File: src/rtl/disaster_alert_engine_if.sv
// Sensor-sample, operator and panel-output signals of the disaster alert engine.
// The engine binds to the slave modport; the sensor front-end/panel side uses master.
interface disaster_alert_engine_if #(
    parameter int unsigned W = 7
);
    logic         sample_valid;
    logic [W-1:0] rain;
    logic [W-1:0] seismic;
    logic [W-1:0] wind;
    logic [W-1:0] sea;
    logic         mode;
    logic         ack;
    logic         flood_led;
    logic         cyclone_led;
    logic         earthquake_led;
    logic         tsunami_led;
    logic         safe_led;
    logic         danger_led;
    logic         buzzer;
    logic [1:0]   alarm_state;

    modport slave (
        input  sample_valid, rain, seismic, wind, sea, mode, ack,
        output flood_led, cyclone_led, earthquake_led, tsunami_led,
               safe_led, danger_led, buzzer, alarm_state
    );

    modport master (
        output sample_valid, rain, seismic, wind, sea, mode, ack,
        input  flood_led, cyclone_led, earthquake_led, tsunami_led,
               safe_led, danger_led, buzzer, alarm_state
    );
endinterface

File: src/rtl/disaster_alert_engine.sv
// Four-hazard classifier with per-flag persistence filtering, an acknowledgeable
// alarm FSM and registered panel outputs.
module disaster_alert_engine #(
    parameter int unsigned W       = 7,
    parameter int unsigned PERSIST = 4,
    parameter int unsigned R_T1    = 2,
    parameter int unsigned R_T2    = 10,
    parameter int unsigned R_T3    = 30,
    parameter int unsigned S_T1    = 2,
    parameter int unsigned S_T2    = 6,
    parameter int unsigned S_T3    = 15,
    parameter int unsigned W_T1    = 16,
    parameter int unsigned W_T2    = 30,
    parameter int unsigned W_T3    = 60,
    parameter int unsigned L_T1    = 6,
    parameter int unsigned L_T2    = 20,
    parameter int unsigned L_T3    = 50
) (
    input logic clk,
    input logic rst_n,
    disaster_alert_engine_if.slave bus
);
    localparam int unsigned CW = $clog2(PERSIST) + 1;
    localparam logic [CW-1:0] ONE   = CW'(1);
    localparam logic [CW-1:0] LIMIT = CW'(PERSIST);

    typedef enum logic [1:0] {
        SAFE  = 2'd0,
        ALERT = 2'd1,
        ACKED = 2'd2
    } state_t;

    function automatic logic [1:0] level(input logic [W-1:0] x,
                                         input logic [W-1:0] t1,
                                         input logic [W-1:0] t2,
                                         input logic [W-1:0] t3);
        return 2'(x >= t1) + 2'(x >= t2) + 2'(x >= t3);
    endfunction

    logic [1:0]    r_lvl, s_lvl, w_lvl, l_lvl;
    logic [3:0]    raw;     // [0] flood, [1] cyclone, [2] earthquake, [3] tsunami
    logic [3:0]    conf;
    logic [3:0]    conf_d;
    logic [CW-1:0] cnt [4];
    logic          rise;
    logic [3:0]    sel;
    logic [3:0]    leds;
    logic          safe_q, danger_q, buzzer_q;
    state_t        state, state_next;

    always_comb begin
        r_lvl  = level(bus.rain,    W'(R_T1), W'(R_T2), W'(R_T3));
        s_lvl  = level(bus.seismic, W'(S_T1), W'(S_T2), W'(S_T3));
        w_lvl  = level(bus.wind,    W'(W_T1), W'(W_T2), W'(W_T3));
        l_lvl  = level(bus.sea,     W'(L_T1), W'(L_T2), W'(L_T3));
        raw[0] = (r_lvl >= 2'd2) & ((w_lvl >= 2'd2) | (l_lvl >= 2'd2) | (r_lvl == 2'd3));
        raw[1] = (w_lvl >= 2'd2) & ((w_lvl == 2'd3) | (l_lvl >= 2'd2) | (r_lvl >= 2'd2));
        raw[2] = (s_lvl >= 2'd1);
        raw[3] = (s_lvl == 2'd3) | (l_lvl >= 2'd2);
    end

    // A flag flips only after PERSIST valid samples disagree with it; invalid cycles hold.
    always_ff @(posedge clk) begin
        if (!rst_n) begin
            conf   <= '0;
            conf_d <= '0;
            for (int unsigned i = 0; i < 4; i++) cnt[i] <= '0;
        end else begin
            conf_d <= conf;
            if (bus.sample_valid) begin
                for (int unsigned i = 0; i < 4; i++) begin
                    if (raw[i] == conf[i]) begin
                        cnt[i] <= '0;
                    end else if (cnt[i] + ONE == LIMIT) begin
                        conf[i] <= ~conf[i];
                        cnt[i]  <= '0;
                    end else begin
                        cnt[i] <= cnt[i] + ONE;
                    end
                end
            end
        end
    end

    // conf_d lags conf by one edge, so rise is seen by the FSM the cycle after the flag sets.
    assign rise = |(conf & ~conf_d);

    always_ff @(posedge clk) begin
        if (!rst_n) state <= SAFE;
        else        state <= state_next;
    end

    always_comb begin
        state_next = state;
        case (state)
            SAFE:    if (|conf) state_next = ALERT;
            ALERT:   if (bus.ack) state_next = (|conf) ? ACKED : SAFE;
            ACKED: begin
                if (rise)        state_next = ALERT;
                else if (~|conf) state_next = SAFE;
            end
            default: state_next = SAFE;
        endcase
    end

    always_comb begin
        sel = '0;
        if (bus.mode)     sel = conf;
        else if (conf[3]) sel[3] = 1'b1;
        else if (conf[2]) sel[2] = 1'b1;
        else if (conf[1]) sel[1] = 1'b1;
        else if (conf[0]) sel[0] = 1'b1;
    end

    // Indicators are decoded from state_next so they land on the same edge as the state.
    always_ff @(posedge clk) begin
        if (!rst_n) begin
            leds     <= '0;
            safe_q   <= 1'b1;
            danger_q <= 1'b0;
            buzzer_q <= 1'b0;
        end else begin
            leds     <= sel;
            safe_q   <= (state_next == SAFE);
            danger_q <= (state_next != SAFE);
            buzzer_q <= (state_next == ALERT);
        end
    end

    assign bus.flood_led      = leds[0];
    assign bus.cyclone_led    = leds[1];
    assign bus.earthquake_led = leds[2];
    assign bus.tsunami_led    = leds[3];
    assign bus.safe_led       = safe_q;
    assign bus.danger_led     = danger_q;
    assign bus.buzzer         = buzzer_q;
    assign bus.alarm_state    = state;
endmodule

File: src/flat_wrapper.sv
// flat-port wrapper written by rule: the top's interface ports become plain ports
module disaster_alert_engine_flat 
#(
    parameter int unsigned W       = 7,
    parameter int unsigned PERSIST = 4,
    parameter int unsigned R_T1    = 2,
    parameter int unsigned R_T2    = 10,
    parameter int unsigned R_T3    = 30,
    parameter int unsigned S_T1    = 2,
    parameter int unsigned S_T2    = 6,
    parameter int unsigned S_T3    = 15,
    parameter int unsigned W_T1    = 16,
    parameter int unsigned W_T2    = 30,
    parameter int unsigned W_T3    = 60,
    parameter int unsigned L_T1    = 6,
    parameter int unsigned L_T2    = 20,
    parameter int unsigned L_T3    = 50
)
  (clk, rst_n, bus_sample_valid, bus_rain, bus_seismic, bus_wind, bus_sea, bus_mode, bus_ack, bus_flood_led, bus_cyclone_led, bus_earthquake_led, bus_tsunami_led, bus_safe_led, bus_danger_led, bus_buzzer, bus_alarm_state);
  disaster_alert_engine_if #(.W(W)) bus_i ();
  input logic clk;
  input logic rst_n;
  input wire logic [$bits(bus_i.sample_valid)-1:0] bus_sample_valid;
  input wire logic [$bits(bus_i.rain)-1:0] bus_rain;
  input wire logic [$bits(bus_i.seismic)-1:0] bus_seismic;
  input wire logic [$bits(bus_i.wind)-1:0] bus_wind;
  input wire logic [$bits(bus_i.sea)-1:0] bus_sea;
  input wire logic [$bits(bus_i.mode)-1:0] bus_mode;
  input wire logic [$bits(bus_i.ack)-1:0] bus_ack;
  output wire logic [$bits(bus_i.flood_led)-1:0] bus_flood_led;
  output wire logic [$bits(bus_i.cyclone_led)-1:0] bus_cyclone_led;
  output wire logic [$bits(bus_i.earthquake_led)-1:0] bus_earthquake_led;
  output wire logic [$bits(bus_i.tsunami_led)-1:0] bus_tsunami_led;
  output wire logic [$bits(bus_i.safe_led)-1:0] bus_safe_led;
  output wire logic [$bits(bus_i.danger_led)-1:0] bus_danger_led;
  output wire logic [$bits(bus_i.buzzer)-1:0] bus_buzzer;
  output wire logic [$bits(bus_i.alarm_state)-1:0] bus_alarm_state;
  assign bus_i.sample_valid = bus_sample_valid;
  assign bus_i.rain = bus_rain;
  assign bus_i.seismic = bus_seismic;
  assign bus_i.wind = bus_wind;
  assign bus_i.sea = bus_sea;
  assign bus_i.mode = bus_mode;
  assign bus_i.ack = bus_ack;
  assign bus_flood_led = bus_i.flood_led;
  assign bus_cyclone_led = bus_i.cyclone_led;
  assign bus_earthquake_led = bus_i.earthquake_led;
  assign bus_tsunami_led = bus_i.tsunami_led;
  assign bus_safe_led = bus_i.safe_led;
  assign bus_danger_led = bus_i.danger_led;
  assign bus_buzzer = bus_i.buzzer;
  assign bus_alarm_state = bus_i.alarm_state;
  disaster_alert_engine #(.W(W), .PERSIST(PERSIST), .R_T1(R_T1), .R_T2(R_T2), .R_T3(R_T3), .S_T1(S_T1), .S_T2(S_T2), .S_T3(S_T3), .W_T1(W_T1), .W_T2(W_T2), .W_T3(W_T3), .L_T1(L_T1), .L_T2(L_T2), .L_T3(L_T3)) u_core (.clk(clk), .rst_n(rst_n), .bus(bus_i));
endmodule
File: config.mk
export PLATFORM = sky130hd
export DESIGN_NAME = disaster_alert_engine_flat
export DESIGN_NICKNAME = d
export VERILOG_FILES = /design/src/rtl/disaster_alert_engine_if.sv /design/src/rtl/disaster_alert_engine.sv /design/src/flat_wrapper.sv
export SDC_FILE = /design/constraint.sdc
export NUM_CORES = 1
export LEC_CHECK = 0
export CAP_MARGIN = 20
export CORE_AREA = 2 2 60 62
export DETAILED_ROUTE_END_ITERATION = 10
export DIE_AREA = 0 0 62 64
export GPL_TIMING_DRIVEN = 0
export PLACE_DENSITY_LB_ADDON = 0.08
export SLEW_MARGIN = 20
export SYNTH_ARGS = -nofsm -noshare
export SYNTH_HDL_FRONTEND = slang
export SYNTH_SLANG_ARGS = --single-unit
File: constraint.sdc
create_clock -name clk -period 3.1 [get_ports clk]
set_input_delay 0.62 -clock clk [delete_from_list [all_inputs] [get_ports clk]]
set_output_delay 0.62 -clock clk [all_outputs]
set_load 0.03 [all_outputs]
# Word level (Yosys, flattened, before mapping)
# Memory sizes are Yosys's and may differ from the RTL's.
# Cells that the tools add are included.
[totals] regBits=17 mem_bits_rw=12 out_inout_bits=9 elab_cells=174 memories=1
[op_classes] addsub=12 magnitude_cmp=16 eq_ne=14 n_mux=83 bitwise_logic=29 n_reduce_logical=9
[memory_table] memory="u_core.cnt" depth=4 word_bits=3 read_ports=4 rd_ports_with_merged_regs=0 write_ports=4 line="disaster_alert_engine.sv:44" source="logic [CW-1:0] cnt [4];"
[op_table] operator="$mux 1" count=62
[op_table] operator="$mux 3" count=13
[op_table] operator="$ge 7x5->1 const B" count=4
[op_table] operator="$or 1x1->1" count=17
[op_table] operator="$ge 7x2->1 const B" count=2
[op_table] operator="$ge 7x3->1 const B" count=2
[op_table] operator="$ge 7x4->1 const B" count=2
[op_table] operator="$ge 7x6->1 const B" count=2
[op_table] operator="$add 3x1->3 const B" count=4
[op_table] operator="$eq 3x3->1 const B" count=4
[op_table] operator="$mux 2" count=6
[op_table] operator="$reduce_and 3->1" count=4
[op_table] operator="$add 1x1->2" count=4
[op_table] operator="$add 2x1->2" count=4
[op_table] operator="$eq 2x2->1 const B" count=4
[op_table] operator="$not 1->1" count=8
[op_table] operator="$reduce_or 4->1" count=2
[op_table] operator="$ge 2x2->1 const B" count=3
[op_table] operator="$pmux 2 s3" count=1
[op_table] operator="$and 4x4->4" count=1
[op_table] operator="$eq 1x1->1" count=4
[op_table] operator="$eq 2x1->1 const B" count=2
[op_table] operator="$logic_not 2->1" count=2
[op_table] operator="$mux 4" count=1
[op_table] operator="other kinds (4)" count=5

# Longest topological paths before layout
# Gate-level depths: netlist of the first run.
[depth] depth_word=15 depth_mapped=7

# Least setup slack after synthesis of the first run
# No wires, ideal clock.
[synth_timing] kind="in2reg" start="input bus_seismic[3]" end="memory u_core.cnt[3][0] (netlist bit) (data pin)" setup_time_ns=0.190 t_arrival_ns=2.274 t_required_ns=2.910 path_slack_ns=0.636 cell_stages=7 path_buffers=0 cell_sequence="nor4_1 > nand2_1 > fa_1 > a21oi_1 > nand3_1 > xnor2_1 > a2111oi_2"
[synth_lines] element="start, declared" line="flat_wrapper.sv:25" source="input wire logic [$bits(bus_i.seismic)-1:0] bus_seismic;"
[synth_lines] element="end, declared" line="disaster_alert_engine.sv:44"

==> results of run 1 <==
-- stage by stage --
stage	utilization, %	hold slack (ps)	power (W)	cells	instance area [sq um]
after floorplan	-	494	0.000486	150	1520
after global placement	59.1	534	0.000540	232	1940
after detailed placement	59.1	537	0.000546	232	1940
after CTS	60.5	556	0.000747	236	1990
after global routing	60.5	574	0.000778	236	1990
final	60.5	551	0.000742	236	1990
-- synthesized netlist by cell type --
cell | count | area (sq um)
nand4_1 | 2 | 12.5
xnor2_1 | 4 | 35.0
nor4_1 | 3 | 18.8
or3_1 | 1 | 6.26
nand3b_1 | 1 | 7.51
nor4b_1 | 5 | 43.8
inv_1 | 7 | 26.3
a211oi_1 | 4 | 30.0
nand2b_1 | 5 | 31.3
dfxtp_1 | 16 | 320
a21oi_1 | 1 | 5.00
fa_1 | 3 | 60.1
a2111oi_2 | 1 | 15.0
a211oi_2 | 1 | 12.5
a41o_1 | 1 | 10.0
and2_1 | 2 | 12.5
edfxtp_1 | 12 | 360
o21ai_0 | 3 | 15.0
xor2_1 | 4 | 35.0
ha_1 | 9 | 113
a31oi_2 | 2 | 25.0
nand2_1 | 16 | 60.1
o211ai_2 | 1 | 12.5
nor2_1 | 12 | 45.0
clkbuf_1 | 1 | 3.75
mux2i_1 | 2 | 20.0
inv_2 | 1 | 3.75
o2111a_1 | 1 | 11.3
buf_2 | 1 | 5.00
a211o_1 | 1 | 8.76
nor2b_1 | 2 | 12.5
nand3_1 | 8 | 40.0
nor3_1 | 10 | 50.1
o21a_1 | 5 | 37.5
o21ai_2 | 1 | 8.76
o311ai_0 | 1 | 8.76
-- cell usage in the layout, fill, tap and decap left out, drive strengths merged --
cell,instances
clkdlybuf4s50,36
nand2,16
dfxtp,16
nor2,12
edfxtp,12
nor3,10
ha,9
nand3,8
inv,8
nand2b,5
o21a,5
nor4b,5
a211oi,5
clkbuf,5
xnor2,4
xor2,4
o21ai,4
nor4,3
fa,3
nand4,2
nor2b,2
a31oi,2
mux2i,2
and2,2
or3,1
a41o,1
o311ai,1
buf,1
o2111a,1
nand3b,1
o211ai,1
a21oi,1
a211o,1
a2111oi,1
-- power groups by stage --
| stage | logic (W) | registers [W] | clock network, W |
|---|---|---|---|
| 3_3_place_gp | 0.000120 | 0.000421 | 0 |
| 4_1_cts | 0.000125 | 0.000414 | 0.000208 |
| 5_1_grt | 0.000139 | 0.000416 | 0.000223 |
| 2_1_floorplan | 0.0000617 | 0.000424 | 0 |
| 6_report | 0.000124 | 0.000414 | 0.000204 |
| 3_5_place_dp | 0.000124 | 0.000422 | 0 |
-- worst reg2reg max path: stages, from the launching register on --
cell      delay (ps)
edfxtp_1         460
ha_1             230
xor2_1           330
nand3_1          160
a211oi_1         240
-- registers in the layout, indices dropped and copies added, names as in the netlist --
register / flops
u_core.cnt: 12
u_core.conf: 4
u_core.leds: 4
u_core.conf_d: 3
u_core.bus.alarm_state: 2
u_core.bus.buzzer: 1
u_core.bus.danger_led: 1
u_core.bus.safe_led: 1
-- final cells by class --
class                           instances  area (sq um)  share of cell area, %
Buffer                                  2          8.76                  0.441
Clock buffer                            4          47.5                   2.39
Inverter                                8          30.0                   1.51
Multi-Input combinational cell        112           803                   40.4
Sequential cell                        28           681                   34.2
Tap cell                               46          57.6                   2.89
Timing Repair Buffer                   36           360                   18.1
-- logic make-up after synthesis --
| logic type | count (synthesis) | share of synthesized area [%] |
|---|---|---|
| AND/OR/NAND/NOR | 67 | 22.4 |
| flip-flops | 28 | 44.7 |
| AO/OA/AOI/OAI | 23 | 13.1 |
| adder cells (fa/ha/maj) | 12 | 11.3 |
| buffers and inverters | 10 | 2.55 |
| XOR/XNOR | 8 | 4.60 |
| multiplexers | 2 | 1.31 |
-- per-layer routing --
metal	wire [um]	global-route usage, %	vias to the layer above
met3	120	3.24	5
met1	1240	18.7	558
li1	-	-	627
met2	1480	28.6	34
met5	0	0	-
met4	51	5.59	0
-- worst max-delay path by stage --
stage / from / endpoint / slack (ps) / cells past startpoint
4_1_cts: bus_seismic[3] / u_core.cnt[3][0] / 350 / 8
6_report: bus_seismic[3] / u_core.cnt[3][0] / 360 / 8
2_1_floorplan: bus_seismic[3] / u_core.cnt[3][0] / 640 / 7
3_5_place_dp: bus_seismic[3] / u_core.cnt[3][0] / 1 / 8
5_1_grt: bus_seismic[3] / u_core.cnt[3][2] / 180 / 8
3_3_place_gp: bus_seismic[3] / u_core.cnt[3][0] / 40 / 8
==> parameters.txt, run 1 <==
Parameter                              Value

CTS
  Post-CTS Hold Fix Bufs    0
  TritonCTS clock tree    yes
  Clock transition at the registers of the reported paths    140 ps
  Clock root buffer    clkbuf_4
  Maximum count of clock buffers along a single path    2
  Number of levels the H-tree was split into    1
  Number of post-CTS setup repair buffers    0
  CTS buffer count    3
  Clk_lat worst skew    330 ps
  Number of gates resized after CTS    0
  Number of clock sinks seen by CTS    28

Die
  Vert. Die Dim    64 um
  Area of the core    0.00328 sq mm
  Full die area    0.00397 sq mm
  Chip width    62 um
  Top-level I/O count    42
  Starting density of the core    46.4%
  Number of rows created at floorplan    21

Power
  Cell Int Power    0.000566 W
  Comb pwr share    16.7%
  Areal power density over the cells    373 mW/mm^2
  Reg power frac    55.7%
  Leakage power of the design    0.749 nW
  Clock group share of total power    27.5%
  Switching part of the total    23.7%
  Worst vdd ir    0.148 mV
  Net switching power    0.000176 W

Job
  Max_cap viols    0

Route
  First drt pass iteration count    4
  Number of DRC markers after the initial detailed-route iteration    31
  Drt via density    5.19
  Detailed Route WL    2880 um
  Wire length per cell after detailed routing    12.2 um
  Detail Route Antenna Nets    0
  Detailed-route via count    1,224
  Drt drc    0

Placed design
  Buffers added on ports    36
  Post-placement setup slack    1.34 ps
  HPWL reported at the end of detailed placement    2380 um
  RePlAce Congestion    0.784

Hold path
  Cell depth of the worst hold path    2
  Path class of the lowest-slack min-delay path    register to register
  Source of the worst hold timing path    u_core.conf[3]
  WHS Endpoint    u_core.leds[3]

Timing
  Transition time at the pin with the least slew margin    613 ps
  Setup violation total in the final timing report    0
  Final setup TNS    0 ps
  Least setup slack across all paths after layout    359 ps
  Max Clock Skew    1.48 ps
  Remaining max-slew budget at the tightest pin    59.1%
  Final Cycle Share    88.4%
  Unrepaired setup endpoints after global routing    false
  Peak clock frequency supported by timing    365 MHz
  Count of pins over their slew limit    0
  Count of endpoints failing hold in the final timing report    0
  Shortest clock period the worst path allows after layout    2740 ps

Setup path
  Arrival @ worst endpoint    2890 ps
  Worst endpoint required time    3250 ps
  Crit path max-delay cell type    fa_1
  Type of origin of the critical path    primary input
  Register-to-Register Path Depth    4
  Worst R2R End    u_core.conf[3]
  Largest delay contributor family on the critical path    simple AND/OR/NAND/NOR gates
  FF-to-FF Start    u_core.cnt[3][0]
  Delay of the slowest cell on the worst path    520 ps
  Critical-path maximum fanout    3
  Worst setup slack for register-to-register paths    1610 ps
  Cell chain of the critical path    clkdlybuf4s50_1 > nor4_1 > nand2_1 > fa_1 > a21oi_1 > nand3_1 > xnor2_1 > a2111oi_2
  Sort of element at the end of the critical path    register
  Combined buffer and inverter count along the critical path    1
  Critical path start-end classification    primary input to register

Synth
  Register area share after synthesis    44.7%
  Avg Synthesized Cell Area    10.2 sq um
  Synthesized netlist net count    195
  Mapped cell area    0.00152 sq mm
  Count of unique library cells instantiated by Yosys    36
  Synthesized netlist cell count    150
  Flop and latch count out of synthesis    28
  Yosys warning total    0

Global route
  GRT overflow    0
  Wire length of the first global-routing pass    4970 um
  Overall global routing resource usage    16.2%
  Number of antenna violations at the first check in global routing    0
  Largest net degree at the start of global routing    17
  Vias in the first global route    1,223

Cells and area
  Number of inserted filler cells in the final layout    298
  Area growth from synthesis to layout    30.6%
  NumNets Final    236
  Share of layout cells above drive strength 1    6.32%
  Final antenna diode count    0

Run status
  Result of the run    finished clean
Note: power is estimated with default switching activity, not from simulation.
==> run 2, diff against run 1 <==
--- a/config.mk
+++ b/config.mk
@@ -7,6 +7,7 @@
 export LEC_CHECK = 0
 export CAP_MARGIN = 20
 export CORE_AREA = 2 2 60 62
+export CTS_CLUSTER_DIAMETER = 80
 export DETAILED_ROUTE_END_ITERATION = 10
 export DIE_AREA = 0 0 62 64
 export GPL_TIMING_DRIVEN = 0
==> results of run 2 <==
Final layout, timing and power as in run 1 (identical DEF).
